==> config.mk <==
export PLATFORM = sky130hd
export DESIGN_NAME = uart_tx_fifo
export DESIGN_NICKNAME = d
export VERILOG_FILES = /design/src/rtl/uart_tx_fifo.sv
export SDC_FILE = /design/constraint.sdc
export NUM_CORES = 1
export LEC_CHECK = 0
export ABC_AREA = 0
export CORE_ASPECT_RATIO = 1.25
export CORE_MARGIN = 2
export CORE_UTILIZATION = 35
export CTS_CLUSTER_DIAMETER = 200
export CTS_CLUSTER_SIZE = 24
export DETAILED_ROUTE_END_ITERATION = 16
export PLACE_DENSITY = 0.64
export SYNTH_ARGS = -nofsm -noshare
export SYNTH_HDL_FRONTEND = slang
export SYNTH_SLANG_ARGS = --single-unit
==> constraint.sdc <==
create_clock -name clk -period 2.62 [get_ports clk]
set_input_delay 0.262 -clock clk [delete_from_list [all_inputs] [get_ports clk]]
set_output_delay 0.262 -clock clk [all_outputs]
set_load 0.01 [all_outputs]
==> src/rtl/uart_tx_fifo.sv <==
// Buffered 8N1 UART transmitter with a small byte FIFO.
// Bytes queue on a valid/ready port; frames go out LSB first on o_tx.
module uart_tx_fifo #(
    parameter int TIMER_BITS      = 10,
    parameter int CLOCKS_PER_BAUD = 868,
    parameter int FIFO_AW         = 3
) (
    input  logic             clk,
    input  logic             i_reset,
    input  logic [7:0]       i_data,
    input  logic             i_valid,
    output logic             o_ready,
    output logic             o_tx,
    output logic             o_busy,
    output logic [FIFO_AW:0] o_count
);

    localparam int DEPTH = 1 << FIFO_AW;

    localparam logic [FIFO_AW:0] FULL =
        (FIFO_AW + 1)'(DEPTH);

    localparam logic [TIMER_BITS-1:0] BAUD_RELOAD =
        TIMER_BITS'(CLOCKS_PER_BAUD - 1);

    localparam logic [2:0] LAST_BIT = 3'd7;

    typedef enum logic [1:0] {
        S_IDLE,
        S_START,
        S_DATA,
        S_STOP
    } state_t;

    // FIFO storage and bookkeeping
    logic [7:0]         mem_q [DEPTH];
    logic [FIFO_AW-1:0] wr_ptr_q;
    logic [FIFO_AW-1:0] wr_ptr_d;
    logic [FIFO_AW-1:0] rd_ptr_q;
    logic [FIFO_AW-1:0] rd_ptr_d;
    logic [FIFO_AW:0]   count_q;
    logic [FIFO_AW:0]   count_d;
    logic               push;
    logic               pop;
    logic               fifo_nonempty;
    logic [7:0]         head_byte;

    // Serialiser state
    state_t             state_q;
    state_t             state_d;
    logic [TIMER_BITS-1:0] baud_q;
    logic [TIMER_BITS-1:0] baud_d;
    logic               baud_done;
    logic [7:0]         shift_q;
    logic [7:0]         shift_d;
    logic [2:0]         idx_q;
    logic [2:0]         idx_d;
    logic               tx_q;
    logic               tx_d;

    assign o_ready       = (count_q != FULL);
    assign push          = i_valid && o_ready;
    assign fifo_nonempty = (count_q != '0);
    assign head_byte     = mem_q[rd_ptr_q];
    assign baud_done     = (baud_q == '0);

    assign o_tx    = tx_q;
    assign o_busy  = (state_q != S_IDLE);
    assign o_count = count_q;

    // Byte storage; no reset needed, pointers define validity
    always_ff @(posedge clk) begin
        if (push) begin
            mem_q[wr_ptr_q] <= i_data;
        end
    end

    // Pointer and occupancy next-state
    always_comb begin
        wr_ptr_d = wr_ptr_q;
        rd_ptr_d = rd_ptr_q;
        count_d  = count_q;

        if (push) begin
            wr_ptr_d = wr_ptr_q + FIFO_AW'(1);
        end

        if (pop) begin
            rd_ptr_d = rd_ptr_q + FIFO_AW'(1);
        end

        unique case ({push, pop})
            2'b10:   count_d = count_q + (FIFO_AW + 1)'(1);
            2'b01:   count_d = count_q - (FIFO_AW + 1)'(1);
            default: count_d = count_q;
        endcase
    end

    // FIFO pointer and occupancy registers
    always_ff @(posedge clk) begin
        if (i_reset) begin
            wr_ptr_q <= '0;
            rd_ptr_q <= '0;
            count_q  <= '0;
        end else begin
            wr_ptr_q <= wr_ptr_d;
            rd_ptr_q <= rd_ptr_d;
            count_q  <= count_d;
        end
    end

    // Frame sequencer: next state, baud timing, shifter and line value
    always_comb begin
        state_d = state_q;
        shift_d = shift_q;
        idx_d   = idx_q;
        tx_d    = tx_q;
        pop     = 1'b0;

        if (baud_done) begin
            baud_d = baud_q;
        end else begin
            baud_d = baud_q - TIMER_BITS'(1);
        end

        case (state_q)
            S_IDLE: begin
                tx_d = 1'b1;
                if (fifo_nonempty) begin
                    pop     = 1'b1;
                    shift_d = head_byte;
                    tx_d    = 1'b0;
                    baud_d  = BAUD_RELOAD;
                    state_d = S_START;
                end
            end

            S_START: begin
                if (baud_done) begin
                    tx_d    = shift_q[0];
                    idx_d   = '0;
                    baud_d  = BAUD_RELOAD;
                    state_d = S_DATA;
                end
            end

            S_DATA: begin
                if (baud_done) begin
                    baud_d = BAUD_RELOAD;
                    if (idx_q == LAST_BIT) begin
                        tx_d    = 1'b1;
                        state_d = S_STOP;
                    end else begin
                        shift_d = {1'b0, shift_q[7:1]};
                        idx_d   = idx_q + 3'd1;
                        tx_d    = shift_q[1];
                    end
                end
            end

            S_STOP: begin
                if (baud_done) begin
                    if (fifo_nonempty) begin
                        // Back-to-back frame: no idle bit between stop and start
                        pop     = 1'b1;
                        shift_d = head_byte;
                        tx_d    = 1'b0;
                        baud_d  = BAUD_RELOAD;
                        state_d = S_START;
                    end else begin
                        tx_d    = 1'b1;
                        state_d = S_IDLE;
                    end
                end
            end

            default: begin
                tx_d    = 1'b1;
                baud_d  = '0;
                state_d = S_IDLE;
            end
        endcase
    end

    // Sequencer registers; reset abandons any frame in flight
    always_ff @(posedge clk) begin
        if (i_reset) begin
            state_q <= S_IDLE;
            baud_q  <= '0;
            shift_q <= '0;
            idx_q   <= '0;
            tx_q    <= 1'b1;
        end else begin
            state_q <= state_d;
            baud_q  <= baud_d;
            shift_q <= shift_d;
            idx_q   <= idx_d;
            tx_q    <= tx_d;
        end
    end

endmodule
==> run summary, run 1 <==
Number of synthesized register bits = 101
Synth cell types = 53
Share of the yosys chip area belonging to registers = 58.6%
Final count of hold timing violations = 0
Synth area leader = edfxtp_1
Drt wl/cell = 16.3 um
Worst reg2reg endpoint = o_count[2]$_SDFFE_PP0P_
CP Capture Type = register
RR Startpoint = baud_q[0]$_SDFF_PP0_
Die area = 0.0139 mm^2
Worst hold slack = 0.487 ns
Nets = 437
Antenna cells = 0
Ports = 18
Hold Crit Class = register to register
Worst path depth = 12
Crit Path Class = register to register
WL final = 9.54 mm
Final WS setup = 0.130 ns
CTS Buffer Depth = 2
Post-synth ARST share = 0%
Area Growth Syn to Fin = 19.5%
Final min period = 2.49 ns
Initial antenna violation count = 0
Vias per cell = 5.26
CP delay by family, top = simple AND/OR/NAND/NOR gates
Crit-path most repeated cell = xor2_1
P_leak = 1.85 nW
Gpl congestion = 0.791
Final core utilization = 42.9%
CP required = 2.91 ns
Setup TNS = 0 ns
Max Cap Viol = 0
WP buf/inv = 1
Starting Density = 35.9%
H-Tree Level Count = 3
Most frequent cells in the layout = edfxtp_1, dfxtp_1, nor2_1
Crit path max-delay cell type = or3_1
Peak supply drop = 440 uV
Final setup violation count = 0
Cell area after synthesis = 0.00455 mm^2
Cell Rows = 46
Startpoint types = register
Peak per-stage delay on the critical path = 0.33 ns
Synth top area share = 42.3%
Final period util = 95.1%
CTS sink count = 101
Actual slew at the worst max-slew pin = 0.630 ns
Setup crit start = baud_q[0]$_SDFF_PP0_
EDFF count, synth = 64
First-pass GRT wire length = 15.5 mm
CTS buffer count = 9
Syn avg cell area = 12.1 um^2
Status = completed
Largest cells by area after synthesis = edfxtp_1, dfxtp_1, mux2i_1
Gr usage total = 14.6%
Worst reg-to-reg path cell count = 12
Worst-path clk slew = 0.07 ns
Die H = 131 um
Die width = 106 um
Most common cell after layout, fill and taps aside = edfxtp_1
Fmax = 402 MHz
Main flop type after synthesis = edfxtp_1
Pwr per Cell Area = 1160 mW/mm^2
Worst-Skew Late Latency = 0.35 ns
FILL cells = 1173
Syn_nets = 403
Largest net degree at the start of global routing = 27
Routed via count = 3072
Hpwl dp = 6.31 mm
PortBufs = 17
Max-slew violations = 0
Arr. time, crit path = 2.78 ns
Crit Path Max Fanout = 3
Post-route antenna net violation count = 0
Core box area = 0.0127 mm^2
Vias in the first global route = 2996
Critical-path cell list = inv_1 -> ha_4 -> nor3b_4 -> a41oi_2 -> nor3_2 -> ha_2 -> xor2_1 -> ha_1 -> a21oi_1 -> xor2_1 -> or3_1 -> a21oi_2
Pre-CTS WS = 0.0783 ns
DR pass1 iterations = 5
Clock root cell = clkbuf_16
Initial drt markers = 168
GR Overflow Total = 0
Share of post-route cells with drive strength above 1 = 14.9%
DRC = 0
Final setup skew = 0.00565 ns
Synth Warn # = 0
Register-to-register setup slack = 0.13 ns
CTS tree = yes
Synth Instances = 377
Worst relative slew slack = 57.9%
Setup crit end = o_count[2]$_SDFFE_PP0P_
[sequential cells by signal, indices dropped and copies added (netlist names), named ones only]
signal	flops
mem_q	64
shift_q	8
o_count	4
state_q	2
rd_ptr_q	3
wr_ptr_q	3
o_tx	1
idx_q	3
baud_q	10
[cells by family (layout without fill, tap and decap cells)]
group,count (synthesis),after routing,share of synthesized area [%]
and+or+nand+nor,106,106,12.1
DFF,101,101,58.6
AOI/OAI and AO/OA,78,78,11.5
muxes,37,37,9.30
buffers and inverters,31,70,2.67
adders and majority gates,15,15,4.13
xor gates and xnor gates,9,9,1.73
[worst reg2reg max path: cells and delay by family (launching register included)]
| kind | cells | cell delay (ns) |
|---|---|---|
| adders and majority gates | 3 | 0.55 |
| DFF | 1 | 0.31 |
| AOI/OAI and AO/OA | 3 | 0.35 |
| buffers and inverters | 1 | 0.12 |
| xor gates and xnor gates | 2 | 0.32 |
| and+or+nand+nor | 3 | 0.79 |
[how the worst min path moves through the flow]
stage                             from                      end  slack [ns]  cells past startpoint
6_report       shift_q[7]$_SDFFE_PP0P_  shift_q[7]$_SDFFE_PP0P_        0.49                      2
4_1_cts        shift_q[7]$_SDFFE_PP0P_  shift_q[7]$_SDFFE_PP0P_        0.49                      2
3_3_place_gp     idx_q[1]$_SDFFE_PP0P_    idx_q[1]$_SDFFE_PP0P_        0.47                      1
3_5_place_dp   shift_q[7]$_SDFFE_PP0P_  shift_q[7]$_SDFFE_PP0P_        0.47                      2
2_1_floorplan                i_data[0]    mem_q[0][0]$_DFFE_PP_        0.36                      0
5_1_grt        shift_q[7]$_SDFFE_PP0P_  shift_q[7]$_SDFFE_PP0P_        0.52                      2
[Yosys cell counts (5+ instances only)]
library cell	n
ha_1	15
or3_1	5
xor2_1	6
a211oi_1	7
dfxtp_1	37
clkbuf_1	14
inv_1	10
a21oi_1	18
a31oi_1	9
nor2_1	34
a22oi_1	7
mux2i_1	31
nand2_1	23
o21ai_0	13
a32oi_1	7
nand3_1	7
nor3_1	11
edfxtp_1	64
[per-stage QoR]
step / power (W) / cells / instance area, um^2
2_1_floorplan: 0.00398 / 377 / 4560
3_3_place_gp: 0.00469 / 566 / 5060
3_5_place_dp: 0.00476 / 566 / 5060
4_1_cts: 0.00627 / 582 / 5390
5_1_grt: 0.00674 / 584 / 5440
6_report: 0.00629 / 584 / 5440
[power breakdown]
part,total [W],internal [W],switching (W)
registers,0.00219,0.00194,0.000249
logic,0.00261,0.00117,0.00144
clock network,0.00149,0.000864,0.000625
total,0.00629,0.00398,0.00231
[layout make-up]
| class | instances | area [um^2] | share of cell area, % |
|---|---|---|---|
| sequential | 101 | 2660 | 49.0 |
| multi-input combinational | 245 | 1820 | 33.5 |
| timing repair buffer | 43 | 365 | 6.72 |
| clock buffer | 9 | 225 | 4.14 |
| tap | 168 | 210 | 3.87 |
| clock inverter | 7 | 111 | 2.05 |
| inverter | 11 | 41.3 | 0.760 |
[routing by layer]
metal	vias up	track usage, %	share of wire, %
li1	1505	-	-
met1	1497	17.1	41
met2	56	24.9	53
met3	14	2.48	4.2
met4	0	8.48	2.4
met5	-	0	0
[repair_timing]
item / in CTS / in global routing
buffers inserted: 0 / 2
resized for setup: 0 / 6
endpoints found under the setup margin: 0 / 1
hold buffers: 0 / 0
(Power assumes the default switching activity.)
==> run 2, diff against run 1 <==
--- a/config.mk
+++ b/config.mk
@@ -5,14 +5,16 @@
 export SDC_FILE = /design/constraint.sdc
 export NUM_CORES = 1
 export LEC_CHECK = 0
-export ABC_AREA = 0
+export ABC_AREA = 1
 export CORE_ASPECT_RATIO = 1.25
 export CORE_MARGIN = 2
 export CORE_UTILIZATION = 35
 export CTS_CLUSTER_DIAMETER = 200
 export CTS_CLUSTER_SIZE = 24
 export DETAILED_ROUTE_END_ITERATION = 16
+export GPL_TIMING_DRIVEN = 0
 export PLACE_DENSITY = 0.64
+export SLEW_MARGIN = 10
 export SYNTH_ARGS = -nofsm -noshare
 export SYNTH_HDL_FRONTEND = slang
 export SYNTH_SLANG_ARGS = --single-unit
==> run summary, run 2 <==
Worst-path clk slew = 0.07 ns
Worst-Skew Late Latency = 0.35 ns
PortBufs = 16
CTS tree = yes
Cell area after synthesis = 0.00467 mm^2
Synth Warn # = 0
Die width = 107 um
Most frequent cells in the layout = nand2_1, nor2_1, edfxtp_1
Hold Crit Class = input port to register
H-Tree Level Count = 3
Share of post-route cells with drive strength above 1 = 10.2%
Post-route antenna net violation count = 0
Syn_nets = 531
Largest registers = mem_q: 64 flops, baud_q: 10 flops, shift_q: 8 flops
Main flop type after synthesis = edfxtp_1
Final min period = 2.40 ns
Startpoint types = register
CP Capture Type = register
Synth top area share = 41.2%
Most common cell in the netlist = nand2_1
Crit Path Class = register to register
Drt wl/cell = 14.3 um
Synth area leader = edfxtp_1
P_leak = 2.12 nW
Starting Density = 35.6%
Final core utilization = 41.2%
Share of the yosys chip area belonging to registers = 57.0%
Synth cell types = 34
Pwr Total = 0.00612 W
Number of synthesized register bits = 101
Die area = 0.0143 mm^2
Gr usage total = 15.4%
Nets = 560
Most flops, register = mem_q
Actual slew at the worst max-slew pin = 0.938 ns
Routed via count = 3461
GR Overflow Total = 0
First-pass GRT wire length = 17.2 mm
Cell Rows = 47
Vias per cell = 4.87
Unrepaired setup endpoints after global routing = false
Ports = 18
Initial drt markers = 202
Area Growth Syn to Fin = 15.8%
Fmax = 417 MHz
Final count of hold timing violations = 0
DR pass1 iterations = 4
Final setup violation count = 0
Clock root cell = clkbuf_16
Final setup skew = 0.00782 ns
Pwr per Cell Area = 1130 mW/mm^2
CTS Buffer Depth = 2
Antenna cells = 0
WL final = 10.2 mm
Arr. time, crit path = 2.64 ns
DRC = 0
Syn avg cell area = 9.24 um^2
Max FFs per register = 64
Largest net degree at the start of global routing = 17
Commonest cells in the netlist = nand2_1, nor2_1, edfxtp_1
Initial antenna violation count = 0
CTS buffer count = 9
EDFF count, synth = 64
Die H = 133 um
Core box area = 0.0131 mm^2
CTS sink count = 101
Final period util = 91.5%
Synth Instances = 505
Hpwl dp = 7.06 mm
Worst relative slew slack = 37.2%
Post-synth ARST share = 0%
Status = completed
Max-slew violations = 0
Most common cell after layout, fill and taps aside = nand2_1
Fin cells = 710
CP required = 2.86 ns
Vias in the first global route = 3547
Crit Path Max Fanout = 8
Gpl congestion = 0.837
Peak supply drop = 430 uV
Cells after DPL = 692
Max Cap Viol = 0
Largest cells by area after synthesis = edfxtp_1, dfxtp_1, nand2_1
==> run 2: critical path, stage by stage, from the launching register on <==
cell and delay (ns):
dfxtp_1 0.34, inv_2 0.09, ha_1 0.14, nand2_1 0.06
nor2_2 0.11, nand2_2 0.13, inv_4 0.11, nand2_1 0.07
nand2_1 0.06, nand2_1 0.11, inv_4 0.13, ha_4 0.17
xor2_2 0.19, nand3_1 0.12, a21oi_1 0.14, o21ai_0 0.14
o21ai_1 0.15, a21oi_1 0.05
==> run 2: metal layers <==
| metal | vias to the layer above | share of wire [%] | track usage, % |
|---|---|---|---|
| li1 | 1751 | - | - |
| met1 | 1625 | 42 | 17.5 |
| met2 | 65 | 52 | 28.1 |
| met3 | 20 | 3.5 | 2.84 |
| met4 | 0 | 2.4 | 6.20 |
| met5 | - | 0 | 0 |
==> run 2: path summary, 6_finish.rpt <==
check                                              start                        to  slack [ns]  cells past startpoint
worst max-delay path                baud_q[0]$_SDFF_PP0_   o_count[3]$_SDFFE_PP0P_        0.22                     17
worst min-delay path                             i_reset      baud_q[9]$_SDFF_PP0_        0.37                      2
worst max register to register      baud_q[0]$_SDFF_PP0_   o_count[3]$_SDFFE_PP0P_        0.22                     17
worst min register to register  rd_ptr_q[2]$_SDFFE_PP0P_  rd_ptr_q[2]$_SDFFE_PP0P_        0.46                      2
==> run 2: cell type report <==
cell class | instances | area, um^2
clock inverter | 5 | 83.8
tap | 171 | 214
buffer | 18 | 100
clock buffer | 11 | 233
inverter | 39 | 151
multi-input combinational | 347 | 1790
timing repair buffer | 18 | 175
sequential | 101 | 2660
fill | 1277 | 7710
==> run 2: power breakdown <==
part / switching [W] / leakage (nW) / internal, W
clock network: 0.000583 / 0.146 / 0.000841
registers: 0.000189 / 0.887 / 0.00194
logic: 0.00160 / 1.08 / 0.000971
total: 0.00237 / 2.12 / 0.00375
==> run 2: logic make-up (layout without fill, tap and decap cells) <==
group,count (synthesis),in the layout,synth area share [%]
AOI/OAI and AO/OA,82,82,9.68
xor gates and xnor gates,10,10,1.88
adders and majority gates,15,15,4.02
buffers and inverters,57,91,5.31
DFF,101,101,57.0
and+or+nand+nor,240,240,22.1
==> run 2: per-stage QoR <==
step	instance area, um^2	setup WS [ns]	setup TNS, ns	hold slack, ns
final	5410	0.222	0	0.367
after global routing	5410	0.0171	0	0.401
after CTS	5370	0.0107	0	0.365
after detailed placement	5040	-0.0140	-0.0140	0.454
after global placement	5040	0.105	0	0.450
after floorplan	4670	0.367	0	0.361
==> run 2: repair_timing <==
item	in CTS	in global routing
gates resized for setup	2	7
setup buffers	0	2
hold buffers	0	0
pin swaps	0	0
setup endpoints to repair	1	3
